===== config.mk =====
export PLATFORM = sky130hd
export DESIGN_NAME = dcache_qspi
export DESIGN_NICKNAME = d
export VERILOG_FILES = /design/src/rtl/dcache_qspi_pkg.sv /design/src/rtl/dcache_qspi.sv
export SDC_FILE = /design/constraint.sdc
export NUM_CORES = 1
export LEC_CHECK = 0
export CAP_MARGIN = 20
export CORE_ASPECT_RATIO = 0.8
export CORE_UTILIZATION = 40
export DETAILED_ROUTE_END_ITERATION = 16
export PLACE_DENSITY = 0.71
export SLEW_MARGIN = 20
export SYNTH_ARGS = -nofsm -noshare
export SYNTH_HDL_FRONTEND = slang
export SYNTH_SLANG_ARGS = --single-unit

===== constraint.sdc =====
create_clock -name clk -period 4.9 [get_ports clk]
set_input_delay 0.49 -clock clk [delete_from_list [all_inputs] [get_ports clk]]
set_output_delay 0.49 -clock clk [all_outputs]
set_load 0.02 [all_outputs]

===== src/rtl/dcache_qspi_pkg.sv =====
// Shared types and constants for the data-cache QSPI line sequencer.
package dcache_qspi_pkg;

   typedef enum logic [2:0] {
      IDLE,
      CMD,
      ADDR,
      DUMMY,
      RDATA,
      WDATA,
      GAP
   } state_t;

   localparam logic [7:0] CMD_READ_DEFAULT  = 8'hEB;
   localparam logic [7:0] CMD_WRITE_DEFAULT = 8'h38;

   localparam int CMD_NIBBLES  = 2;
   localparam int ADDR_NIBBLES = 6;

   // One nibble counter serves every state; 4 bits covers the longest phase.
   localparam int CNT_W = 4;

endpackage


===== src/rtl/dcache_qspi.sv =====
// Line-transfer sequencer between the data cache and a 4-bit QSPI PSRAM.
// Writebacks stream the line out of the cache, fills stream it back in,
// and busy holds the pipeline for the whole transaction.
module dcache_qspi
   import dcache_qspi_pkg::*;
#(
   parameter int          PA          = 22,
   parameter int          LINE_LENGTH = 4,
   parameter int          READ_DUMMY  = 6,
   parameter int          CS_HIGH     = 1,
   parameter logic [7:0]  CMD_READ    = CMD_READ_DEFAULT,
   parameter logic [7:0]  CMD_WRITE   = CMD_WRITE_DEFAULT
)(
   input  logic                                clk,
   input  logic                                reset,
   input  logic                                req,
   input  logic                                fault,
   input  logic                                push,
   input  logic                                pull,
   input  logic [PA-$clog2(LINE_LENGTH)-1:0]   tag,
   input  logic [3:0]                          dwrite,
   output logic [3:0]                          dread,
   output logic                                wstrobe_d,
   output logic                                rstrobe_d,
   output logic                                busy,
   output logic                                qspi_cs_n,
   output logic                                qspi_sclk_en,
   output logic [3:0]                          qspi_io_out,
   output logic                                qspi_io_oe,
   input  logic [3:0]                          qspi_io_in
);

   localparam int OFF_W   = $clog2(LINE_LENGTH);
   localparam int TAG_W   = PA - OFF_W;
   localparam int NIBBLES = 2 * LINE_LENGTH;

   state_t             state;
   state_t             next;
   logic [CNT_W-1:0]   cnt;
   logic [TAG_W-1:0]   tag_q;
   logic               write_op;
   logic [3:0]         io_in_q;
   logic               accept;
   logic               last;
   int                 len;
   logic [7:0]         opcode;
   logic [23:0]        addr;
   logic [23:0]        addr_shift;

   // A new transaction starts only from IDLE; push wins over pull.
   assign accept = (state == IDLE) && req && !fault && (push || pull) && !reset;

   assign opcode     = write_op ? CMD_WRITE : CMD_READ;
   assign addr       = 24'({tag_q, {OFF_W{1'b0}}});
   assign addr_shift = addr << {cnt, 2'b00};

   assign busy  = (state != IDLE) || accept;
   assign dread = io_in_q;

   // Length of the current phase; RDATA runs one extra cycle so the
   // registered read data can drain while cs_n is still low.
   always_comb begin
      len = 1;
      case (state)
         CMD:     len = CMD_NIBBLES;
         ADDR:    len = ADDR_NIBBLES;
         DUMMY:   len = READ_DUMMY;
         RDATA:   len = NIBBLES + 1;
         WDATA:   len = NIBBLES;
         GAP:     len = CS_HIGH;
         default: len = 1;
      endcase
      last = (int'(cnt) == len - 1);
   end

   // State register and per-phase nibble counter, reloaded on every transition.
   always_ff @(posedge clk) begin
      if (reset) begin
         state <= IDLE;
         cnt   <= '0;
      end else begin
         state <= next;
         if ((next != state) || (next == IDLE))
            cnt <= '0;
         else
            cnt <= cnt + CNT_W'(1);
      end
   end

   // Transaction parameters are captured at acceptance; the pad input is
   // registered unconditionally so read data lands one cycle after its SCLK.
   always_ff @(posedge clk) begin
      if (reset) begin
         tag_q    <= '0;
         write_op <= 1'b0;
         io_in_q  <= '0;
      end else begin
         io_in_q <= qspi_io_in;
         if (accept) begin
            tag_q    <= tag;
            write_op <= push;
         end
      end
   end

   // Phase sequencing; inputs other than reset are ignored once running.
   always_comb begin
      next = state;
      case (state)
         IDLE:    if (accept) next = CMD;
         CMD:     if (last) next = ADDR;
         ADDR:    if (last) next = write_op ? WDATA : ((READ_DUMMY > 0) ? DUMMY : RDATA);
         DUMMY:   if (last) next = RDATA;
         RDATA:   if (last) next = GAP;
         WDATA:   if (last) next = GAP;
         GAP:     if (last) next = IDLE;
         default: next = IDLE;
      endcase
   end

   // Bus and cache strobe outputs decoded from the phase and nibble count.
   always_comb begin
      qspi_cs_n    = 1'b1;
      qspi_sclk_en = 1'b0;
      qspi_io_oe   = 1'b0;
      qspi_io_out  = 4'h0;
      wstrobe_d    = 1'b0;
      rstrobe_d    = 1'b0;
      case (state)
         CMD: begin
            qspi_cs_n    = 1'b0;
            qspi_sclk_en = 1'b1;
            qspi_io_oe   = 1'b1;
            qspi_io_out  = cnt[0] ? opcode[3:0] : opcode[7:4];
         end
         ADDR: begin
            qspi_cs_n    = 1'b0;
            qspi_sclk_en = 1'b1;
            qspi_io_oe   = 1'b1;
            qspi_io_out  = addr_shift[23:20];
         end
         DUMMY: begin
            qspi_cs_n    = 1'b0;
            qspi_sclk_en = 1'b1;
         end
         RDATA: begin
            qspi_cs_n    = 1'b0;
            qspi_sclk_en = (int'(cnt) < NIBBLES);
            wstrobe_d    = (cnt != '0);
         end
         WDATA: begin
            qspi_cs_n    = 1'b0;
            qspi_sclk_en = 1'b1;
            qspi_io_oe   = 1'b1;
            qspi_io_out  = dwrite;
            rstrobe_d    = 1'b1;
         end
         default: begin
            qspi_cs_n    = 1'b1;
         end
      endcase
   end

endmodule


# Yosys cells after proc, flatten, opt, wreduce, memory -nomap -nowiden
# Index checks and enable logic that the tools add are counted.
dict set report totals {
  wordCells 53
  out_inout_bits 14
  register_bits 32
}
dict set report op_classes {
  shift 1
  muxes 17
  n_eq_ne 8
  add_sub_neg 2
  n_reduce_logical 19
  n_lt_le_gt_ge 1
}
# operator n
set ops {}
lappend ops {{$eq A5 B32 Y1} 1}
lappend ops {{$sub A32 B2 Y32 const B} 1}
lappend ops {{$shl A22 B6 Y24} 1}
lappend ops {{$mux W3} 7}
lappend ops {{$pmux W3 S6} 1}
lappend ops {{$pmux W4 S4} 1}
lappend ops {{$pmux W4 S3} 1}
lappend ops {{$eq A3 B3 Y1 const B} 3}
lappend ops {{$mux W8} 1}
lappend ops {{$eq A3 B2 Y1 const B} 2}
lappend ops {{$logic_not A3 Y1} 2}
lappend ops {{$reduce_or A2 Y1} 3}
lappend ops {{$reduce_or A5 Y1} 1}
lappend ops {{$add A4 B1 Y4 const B} 1}
lappend ops {{$logic_and A1 B1 Y1} 4}
lappend ops {{$lt A4 B4 Y1 const B} 1}
lappend ops {{$mux W1} 4}
lappend ops {{$mux W4} 1}
lappend ops {{$reduce_bool A4 Y1} 1}
lappend ops {{$reduce_or A4 Y1} 1}
lappend ops {{$eq A3 B1 Y1 const B} 1}
lappend ops {{$logic_or A1 B1 Y1} 3}
lappend ops {{$ne A3 B3 Y1} 1}
lappend ops {{$reduce_bool A3 Y1} 1}
lappend ops {{3 further kinds} 4}

# Longest topological paths before layout
# Gate-level depths: netlist of the first run.
dict set report depth {
  word_depth 10
  mapped_depth 10
  depth_no_buf 9
}

# Least setup slack after synthesis of the first run
# OpenSTA, ideal clock, no wires.
dict set report synth_timing {
  path_type {flip-flop to flip-flop}
  startpoint {register state[2]}
  endpoint {register state[1]}
  path_buffers 3
  synth_period_minus_slack_ns 2.226
  path_slack_ns 2.674
  path_stages_with_launch 11
  t_arrival_ns 2.102
  cell_sequence {dfxtp_1 buf_6 buf_2 a21oi_1 ha_1 buf_4 or2_2 a21oi_2 o21ai_2 a2111oi_4 nor3_2}
}
dict set report synth_via {
  elab_chain_len 7
}
# element line
set synth_lines {}
lappend synth_lines {{start: declaration} dcache_qspi.sv:37} ;# state_t state;
lappend synth_lines {{start signal: assignment} dcache_qspi.sv:82} ;# state <= next;
lappend synth_lines {{$eq A3 B2 Y1 / $logic_not A3 Y1 (equally long branches)} {dcache_qspi.sv:64, dcache_qspi.sv:109, dcache_qspi.sv:51}}
lappend synth_lines {{$reduce_or A2 Y1 (no line) / $logic_and A1 B1 Y1 (equally long branches)} --}
lappend synth_lines {{$pmux W4 S4 / $logic_and A1 B1 Y1 (equally long branches)} {dcache_qspi.sv:64, dcache_qspi.sv:51}}
lappend synth_lines {{$sub A32 B2 Y32 / $logic_and A1 B1 Y1 (equally long branches)} {dcache_qspi.sv:73, dcache_qspi.sv:51}}
lappend synth_lines {{$eq A5 B32 Y1 / $logic_and A1 B1 Y1 (equally long branches)} {dcache_qspi.sv:73, dcache_qspi.sv:51}}
lappend synth_lines {{$mux W3, or another cell as far along} dcache_qspi.sv:116} ;# GAP: if (last) next = IDLE;
lappend synth_lines {{$pmux W3 S6 (*)} dcache_qspi.sv:109} ;# case (state)
# Every way passes the cells marked *; elsewhere a longest branch is shown, timed or not.
# A chain may end at the register's enable or synchronous reset.

# Worst setup path in the final report of the first run
dict set report layout_timing {
  startpoint {register cnt[0]}
  endpoint {output port qspi_io_out[1]}
}
dict set report layout_via {
  elab_chain_len 2
}
# element line
set layout_lines {}
lappend layout_lines {{start: declaration} dcache_qspi.sv:39} ;# logic [CNT_W-1:0] cnt;
lappend layout_lines {{start signal: assignment} dcache_qspi.sv:86} ;# cnt <= cnt + CNT_W'(1);
lappend layout_lines {{$shl A22 B6 Y24 / $mux W4 (equally long branches)} {dcache_qspi.sv:55, dcache_qspi.sv:134}}
lappend layout_lines {{$pmux W4 S3 (*)} dcache_qspi.sv:129} ;# case (state)
lappend layout_lines {{end: declaration} dcache_qspi.sv:28} ;# output logic [3:0] qspi_io_out,
# Marks and branches as above.

==> results of run 1 <==
[path summary, 6_finish.rpt]
| check | from | to | slack, ps | cells past startpoint |
|---|---|---|---|---|
| setup / recovery | cnt[0] | qspi_io_out[1] | 1630 | 5 |
| hold / removal | tag_q[1] | tag_q[1] | 500 | 2 |
| setup reg to reg | state[2] | state[1] | 2110 | 8 |
| hold reg to reg | tag_q[1] | tag_q[1] | 500 | 2 |
[report_power, final]
part           internal (mW)  leakage (nW)  total (mW)  switching [mW]
registers              0.267         0.260       0.272         0.00485
clock network          0.100        0.0404       0.205           0.105
logic                 0.0451         0.701      0.0746          0.0295
total                  0.413          1.00       0.552           0.139
[routing by layer]
layer,wire length [um],global-route usage (%),up-vias
li1,-,-,798
met1,2110,24.0,694
met2,1590,24.3,38
met3,161,4.35,8
met4,51,5.68,0
met5,0,0,-
[layout by cell type, fill, tap and decap left out, types with 2 or more instances in the layout]
cell type,Yosys,routed
xnor2_1,2,2
a31oi_1,5,5
ha_1,7,7
nor2_1,37,37
or2_2,2,2
o22ai_1,4,4
nand2_1,10,10
mux2i_1,28,28
o21ai_0,7,7
inv_1,7,7
o2111ai_1,2,2
nor2b_1,6,6
mux4_1,2,2
o21a_1,2,2
dfxtp_1,32,32
clkdlybuf4s50_1,0,47
a21oi_1,6,6
clkbuf_8,1,5
and2_1,2,2
xor2_1,2,2
clkinvlp_4,0,2
o2bb2ai_1,3,3
buf_4,6,2
[worst register-to-register path: cells and delay by family (launching register included)]
kind	cells	cell delay [ps]
DFF	1	910
AOI/OAI and AO/OA	3	690
and+or+nand+nor	2	360
adders and majority gates	1	300
buffers and inverters	1	250
xor gates and xnor gates	1	160
[per-stage QoR]
stage          total power [mW]  std cells
2_1_floorplan             0.315        204
4_1_cts                   0.556        302
5_1_grt                   0.573        302
3_3_place_gp              0.353        294
3_5_place_dp              0.353        294
6_report                  0.552        302
[layout make-up]
cell class	count	area [sq um]	area share, %
Clock buffer	5	68.8	2.84
Clock inverter	3	23.8	0.980
Inverter	7	26.3	1.08
Multi-Input combinational cell	149	1110	45.7
Sequential cell	32	641	26.4
Tap cell	57	71.3	2.94
Timing Repair Buffer	49	485	20.0
[flip-flops by register name, summed over array words and instances (netlist names)]
name,cells
cnt,4
write_op,1
tag_q,20
state,3
dread,4
[cells by family (layout without fill, tap and decap cells)]
group	count (synthesis)	in the layout	share of synthesized area [%]
DFF	32	32	33.9
and+or+nand+nor	68	68	17.8
xor gates and xnor gates	5	5	2.71
adders and majority gates	7	7	4.63
muxes	30	30	17.6
AOI/OAI and AO/OA	39	39	15.9
buffers and inverters	23	64	7.54
==> flow_summary.json, run 1 <==
{
  "status": "completed",
  "crit_chain": "mux4_1, nor2b_1, a31oi_1, o22ai_1, clkdlybuf4s50_1",
  "max_stage_delay_ps": 830,
  "ant_nets": 0,
  "async_flop_share_pct": 0,
  "dr.pass1.iters": 4,
  "yosysTopAreaCell": "dfxtp_1",
  "synth.net_count": 245,
  "slowest_stage": "dfxtp_1",
  "setup-violations-final": 0,
  "root_buffer": "clkbuf_8",
  "critPathKind": "reg -> out",
  "grt_pass1_vias": 1438,
  "cts_setup_buffers": 0,
  "num_antenna_cells": 0,
  "port_buffers": 47,
  "crit_family": "flip-flops",
  "core_area_sq_mm": 0.00436,
  "critPathCaptureType": "primary output",
  "postPlaceCellArea_sq_mm": 0.00233,
  "ir_worst_vdd_uv": 188,
  "final_core_util_pct": 55.6,
  "synth.distinct_cells": 46,
  "synth_top_area_share_pct": 33.9,
  "synth.most_common_cell": "nor2_1",
  "grt_pass1_wl_um": 6670,
  "via_per_inst": 5.09,
  "wl_per_cell_um": 13.0,
  "clock_skew_ps": 3.62,
  "die_w_um": 78.9,
  "rsz0062_at_grt": "false",
  "finalSetupTns_ps": 0,
  "syn_inst": 204,
  "synth_area_leaders": "dfxtp_1, mux2i_1, nor2_1",
  "drt_wl_total_um": 3910,
  "ys_warn_count": 0,
  "period_needed_ps": 3270,
  "drc_errors": 0,
  "syn_area_sq_mm": 0.00189,
  "fin_crit_sh_pct": 66.8,
  "insertion_delay_ps": 280,
  "post_cts_resized": 0,
  "hold_class": "reg -> reg",
  "cts_hold_buf": 0,
  "synth_flop_cell": "dfxtp_1",
  "tightest_slew_ps": 895,
  "design_area_sq_mm": 0.00242,
  "fin_nets": 285,
  "avgSynthCellArea_sq_um": 9.27,
  "die_area_sq_mm": 0.00501,
  "critPathBufInv": 1,
  "htree_levels": 2,
  "overflow": 0,
  "areaGrowthSynthToFinish_pct": 28.2,
  "clkTransAtPathRegs_ps": 70,
  "drive_above_1_share_pct": 8.98,
  "cp.required_ps": 4410,
  "synth_edf_count": 0,
  "arrival_ps": 2780,
  "place_congestion": 0.810,
  "slew_violations": 0,
  "max-slew-margin-rel_pct": 40.3,
  "yosysSeqAreaShare_pct": 33.9,
  "cts_tree": "done",
  "drt_iter0_drc": 75,
  "cts_inserted_buffers": 5,
  "hold_viol": 0,
  "synthTopCellsByCount": "nor2_1, dfxtp_1, mux2i_1, nand2_1",
  "hold_slack_ps": 495,
  "dp_hpwl_um": 2880,
  "via_count": 1538,
  "n_fill_cell": 415,
  "antenna_found_initial": 0,
  "fmax_mhz": 306,
  "critPathLaunchType": "flip-flop",
  "crit_fanout": 19,
  "powerDensity_mw_per_mm2": 228,
  "drv_cap": 0,
  "setup_slack_ps": 1630,
  "power_leakage_nw": 1.00,
  "row_count": 21,
  "initial_core_util_pct": 43.4,
  "ioPinCount": 48,
  "grt.total_usage_pct": 16.8,
  "cts.sinks": 32,
  "die_h_um": 63.5,
  "grt_max_degree": 31,
  "ys_seq_elements": 32,
  "place_ws_ps": 1940,
  "ctsLongestPathBuffers": 2
}
(Power assumes the default switching activity.)
==> run 2: changes to the inputs <==
- PLACE_DENSITY: 0.71 -> 0.74
- clock period: 4.9 -> 2.8 ns (I/O delays scaled with it)
==> flow_summary.json, run 2 (same netlist as run 1, synthesis figures left out) <==
{
  "fmax_mhz": 383,
  "grt.total_usage_pct": 17.8,
  "arrival_ps": 2330,
  "cts_setup_buffers": 0,
  "place_congestion": 0.813,
  "power.total_mw": 1.04,
  "grt_pass1_wl_um": 6940,
  "hold_class": "reg -> reg",
  "setup-violations-final": 0,
  "ff2ff_path_depth": 8,
  "layout_common_cells": "clkdlybuf4s50_1, nor2_1, dfxtp_1, mux2i_1, nand2_1",
  "die_h_um": 63.5,
  "antenna_found_initial": 0,
  "fin_nets": 288,
  "status": "completed",
  "top_layer_used": "met4",
  "dp_hpwl_um": 2980,
  "core_area_sq_mm": 0.00436,
  "holdPathEnd": "tag_q[16]",
  "ctsLongestPathBuffers": 2,
  "met2_wirelength_um": 1650,
  "largest-register": "tag_q",
  "die_area_sq_mm": 0.00501,
  "fin_crit_sh_pct": 93.3,
  "rsz0062_at_grt": "false",
  "tightest_slew_ps": 552,
  "areaGrowthSynthToFinish_pct": 30.2,
  "initial_core_util_pct": 43.4,
  "crit_family": "simple AND/OR/NAND/NOR gates",
  "root_buffer": "clkbuf_8",
  "hold_viol": 0,
  "whs_path_depth": 2,
  "largest_register_ff_count": 20,
  "critPathBufInv": 1,
  "post_cts_resized": 0,
  "powerDensity_mw_per_mm2": 421,
  "max-slew-margin-rel_pct": 63.1,
  "reg2reg_from": "state[2]",
  "finalSetupTns_ps": 0,
  "drc_errors": 0,
  "max_stage_delay_ps": 630,
  "drt_wl_total_um": 3970,
  "wl_per_cell_um": 13.0,
  "cp.required_ps": 2520,
  "via_per_inst": 5.16,
  "wirelength_met1_um": 2020,
  "reg2reg_to": "state[1]",
  "grt_max_degree": 30,
  "crit_chain": "nor2_1, nand2_1, or2_2, o22ai_1, clkdlybuf4s50_1",
  "overflow": 0,
  "die_w_um": 78.9,
  "cts.sinks": 32,
  "num_antenna_cells": 0,
  "hp-start": "tag_q[16]",
  "layout_commonest_cell": "clkdlybuf4s50_1",
  "ioPinCount": 48,
  "period_needed_ps": 2610,
  "grt_pass1_vias": 1459,
  "critPathLaunchType": "flip-flop",
  "cts_tree": "done",
  "slowest_stage": "clkdlybuf4s50_1",
  "drv_cap": 0,
  "crit_fanout": 13,
  "critPathKind": "reg -> out",
  "port_buffers": 47,
  "drive_above_1_share_pct": 10.1,
  "finalNonFillerCells": 305,
  "place_ws_ps": 382,
  "ir_worst_vdd_uv": 319,
  "via_count": 1575,
  "htree_levels": 2,
  "setup_slack_ps": 189,
  "clkTransAtPathRegs_ps": 70,
  "drt_iter0_drc": 146,
  "rrSetupSlack_ps": 450,
  "insertion_delay_ps": 280,
  "placed_cells": 297,
  "ant_nets": 0,
  "cts_hold_buf": 0,
  "power_leakage_nw": 1.03,
  "slew_violations": 0,
  "row_count": 21,
  "cts_inserted_buffers": 5,
  "dr.pass1.iters": 4,
  "wl_met3_um": 262,
  "critPathCaptureType": "primary output",
  "clock_skew_ps": 3.16
}
## run 2: cell count changes in the layout (fill, tap and decap cells not counted), sizes merged
| cell | change |
|---|---|
| clkinvlp | -2 |
| clkbuf | +1 |
| bufinv | +1 |
| buf | +3 |
## run 2: cell type report
type	instances	area [sq um]
fillers	416	1900
flip-flops and latches	32	642
repair buffers	52	508
clock inverters	2	35.0
clock buffers	6	72.6
well taps	57	71.3
inverters	7	26.3
multi-input cells	149	1110
## run 2: how the worst max path moves through the flow
stage	startpoint	end	depth (start not counted)
after CTS	cnt[0]	qspi_io_out[1]	5
after floorplan	state[2]	state[1]	10
after global routing	state[0]	qspi_io_out[0]	5
after detailed placement	cnt[0]	qspi_io_out[1]	5
after global placement	cnt[0]	qspi_io_out[1]	5
final	state[0]	qspi_io_out[0]	5
## run 2: stage by stage
| step | instance area [sq um] | hold WS [ps] | util [%] |
|---|---|---|---|
| 6_report | 2460 | 498 | 56.5 |
| 3_5_place_dp | 2350 | 489 | 54.0 |
| 3_3_place_gp | 2350 | 470 | 54.0 |
| 2_1_floorplan | 1890 | 408 | - |
| 4_1_cts | 2460 | 504 | 56.5 |
| 5_1_grt | 2460 | 525 | 56.5 |
## run 2: power breakdown
group | internal, mW | switching [mW]
registers | 0.468 | 0.00837
logic | 0.0795 | 0.0524
clock network | 0.264 | 0.166
## run 2: per-layer routing
layer	vias up	track usage, %
met5	-	0
met4	0	5.45
met3	4	3.91
met2	51	24.9
met1	722	26.8
li1	798	-
## run 2: tightest hold or removal path: stages, from the launching register on
cell and delay (ps):
dfxtp_1 330, mux2i_1 70, nor2_1 70
==> variant: new RTL, config.mk and constraints of run 1 <==
Make the reset (`reset`) asynchronous in 2 clocked blocks.
--- a/src/rtl/dcache_qspi.sv
+++ b/src/rtl/dcache_qspi.sv
@@ -76,3 +76,3 @@
    // State register and per-phase nibble counter, reloaded on every transition.
-   always_ff @(posedge clk) begin
+   always_ff @(posedge clk or posedge reset) begin
       if (reset) begin
@@ -91,3 +91,3 @@
    // registered unconditionally so read data lands one cycle after its SCLK.
-   always_ff @(posedge clk) begin
+   always_ff @(posedge clk or posedge reset) begin
       if (reset) begin
Formal check against the unedited RTL: differs if reset is asserted again (counterexample within 4 cycles, from zero or initial values and one cycle with reset high); with reset held inactive, the same outputs for 10 cycles.
==> variant against run 1 <==
Sequential cell count did not move. Wire length fell by 8.6%. Cell area shrank 2.0%. Synthesized area decreased by 7.3%. Global-route usage decreased by 0.068 points. Worst setup slack better by 0.31 ns. Highest routed layer unchanged.
Power is not compared: it rests on default switching activity, and its combinational part moved more than twofold at a synthesized area within 25%.
==> variant: results (changes against run 1) <==
- Via-to-Cell Ratio: 5.107 (+0.29%)
- Number of antenna violations at the first check in global routing: 0 (unchanged)
- Arrival time worst endpoint: 2.47 ns (-0.31 ns)
- Total Wirelength: 3.576 mm (-8.6%)
- Endpoint of the worst register-to-register path: state[1]
- Synth Flop Type: sky130_fd_sc_hd__dfrtp_1
- Overall routing resource usage: 16.76% (-0.068 points)
- Synthesized netlist net count: 207 (-16%)
- Worst Max-Slew Pin Slew: 1.012 ns (+0.1170 ns)
- Worst r2r src: state[2]
- First-pass GRT wire length: 5.996 mm (-10%)
- Leakage power of the design: 1.042 nW
- Number of global-route vias before repair: 1278 (-11%)
- P_sw: 0.4626 mW
- Post-synthesis cell type count: 29 (-37%)
- Ranking of synthesized cells by instance count: sky130_fd_sc_hd__dfrtp_1, sky130_fd_sc_hd__mux2_2, sky130_fd_sc_hd__nor2_1, sky130_fd_sc_hd__nand2_1
- Biggest fanout along the worst timing path: 14 (-5)
- Vias after detailed routing: 1379 (-10%)
- Hold path endpoint: tag_q[11]
- Pin count of the biggest net entering global routing: 33 (+6.5%)
- Fill cells: 380 (-8.4%)
- Post-DRT Antenna Nets: 0 (unchanged)
- Flip-flop count of the largest register after layout: 20 (unchanged)
- Average cell area after synthesis: 10.57 µm² (+14%)
- H-tree levels: 2 (unchanged)
- Maximum clock skew at final layout: 0.004561 ns (+0.0009366 ns)
- Worst-case hold slack: 0.5056 ns (+0.01020 ns)
- Number of search-and-repair iterations in the first detailed-routing pass: 4 (unchanged)
- Global placer's final weighted congestion: 0.8413 (+3.8%)
- Status: completed
- FF-to-FF path depth: 8 (unchanged)
- Detailed placement HPWL: 2.540 mm (-12%)
- Top register by number of flip-flops: tag_q
- DR iter-0 viols: 97 (+29%)
- Post-CTS Repair Setup Buffers: 0 (unchanged)
- Number of buffers on the longest clock path: 2 (unchanged)
- PostCTS Resize Cnt: 0 (unchanged)
- Ratio of cells with drive above 1 in the final layout: 16.43% (+7.5 points)
- Hold Crit Depth: 1 (-1)
- Part of the Yosys area used for sequential elements: 45.65% (+12 points)
- Number of placed instances, taps included: 262 (-11%)
- TritonCTS buffer count: 5 (unchanged)
- Setup slack on the worst flop-to-flop path: 2.43 ns (+0.32 ns)
- Final net count: 253 (-11%)
- Top cells by area, synth: sky130_fd_sc_hd__dfrtp_1, sky130_fd_sc_hd__mux2_2, sky130_fd_sc_hd__ha_1
- Post-synth ARST share: 100.0% (+100 points)
- Root buf cell: sky130_fd_sc_hd__clkbuf_8
- Worst hold path startpoint: tag_q[11]
- Clk Latency, worst-skew pair: 0.28 ns (about the same)
-- variant: cell count changes after synthesis, sizes merged, moves of 3 or more --
cell / change
a31oi: -3
clkbuf: -6
dfrtp: +32
dfxtp: -32
mux2: +23
mux2i: -21
nand3b: +3
nor2: -20
nor2b: -6
o211ai: +4
o2bb2ai: -3
-- variant: logic make-up (layout without fill, tap and decap cells) --
family,after synthesis,in the layout,synth area share (%)
compound gates,29,29,10.77
simple gates,45,45,12.13
buf+inv,17,64,4.708
flops,32,32,45.65
xor+xnor,6,6,2.996
mux,30,30,18.76
fa+ha+maj,7,7,4.993
-- variant: power by group through the flow --
stage	clock network [mW]	registers, mW	logic, mW
finish	0.278	0.476	0.530
global route	0.297	0.493	0.586
CTS	0.285	0.475	0.535
detailed placement	0	0.480	0.529
global placement	0	0.476	0.526
floorplan	0	0.409	0.446
-- variant: per-stage QoR --
step           area [µm²]  utilization (%)  setup slack, ns
6_report             2377            56.55            1.938
5_1_grt              2377            56.55            1.816
4_1_cts              2377            56.55            1.954
3_5_place_dp         2251            53.54            2.248
3_3_place_gp         2251            53.54            2.282
2_1_floorplan        1754                -            2.729
-- variant: worst max-delay path by stage --
stage | cells after the start | start | endpoint | slack [ns]
finish | 6 | cnt[0] | qspi_io_out[2] | 1.94
global route | 6 | cnt[0] | qspi_io_out[3] | 1.82
CTS | 5 | cnt[0] | qspi_io_out[0] | 1.95
detailed placement | 4 | push | tag_q[3] | 2.25
global placement | 4 | push | tag_q[3] | 2.28
floorplan | 9 | state[2] | state[1] | 2.73
-- variant: layout make-up --
| class | instances | area share, % |
|---|---|---|
| well taps | 57 | 3.000 |
| flip-flops and latches | 32 | 33.68 |
| clock inverters | 1 | 1.263 |
| multi-input cells | 117 | 36.63 |
| clock buffers | 7 | 4.053 |
| repair buffers | 48 | 20.11 |
| inverters | 8 | 1.263 |
-- variant: critical path, cell delays in order, from the launching register on --
cell and delay [ns]:
sky130_fd_sc_hd__dfrtp_1 0.67, sky130_fd_sc_hd__inv_1 0.29, sky130_fd_sc_hd__nor2_1 0.17, sky130_fd_sc_hd__a31oi_1 0.07, sky130_fd_sc_hd__o22a_1 0.21, sky130_fd_sc_hd__o22ai_1 0.15
sky130_fd_sc_hd__clkdlybuf4s50_1 0.64
-- variant: layer usage --
layer  GRT usage [%]  wire, µm  part of all wire (%)  up-vias
met1           23.37      1770                    49      655
met4           5.495        13                  0.36        0
li1                -         -                     -      674
met5               0         0                     0        -
met2           25.58      1553                    43       48
met3           4.741       239                   6.7        2
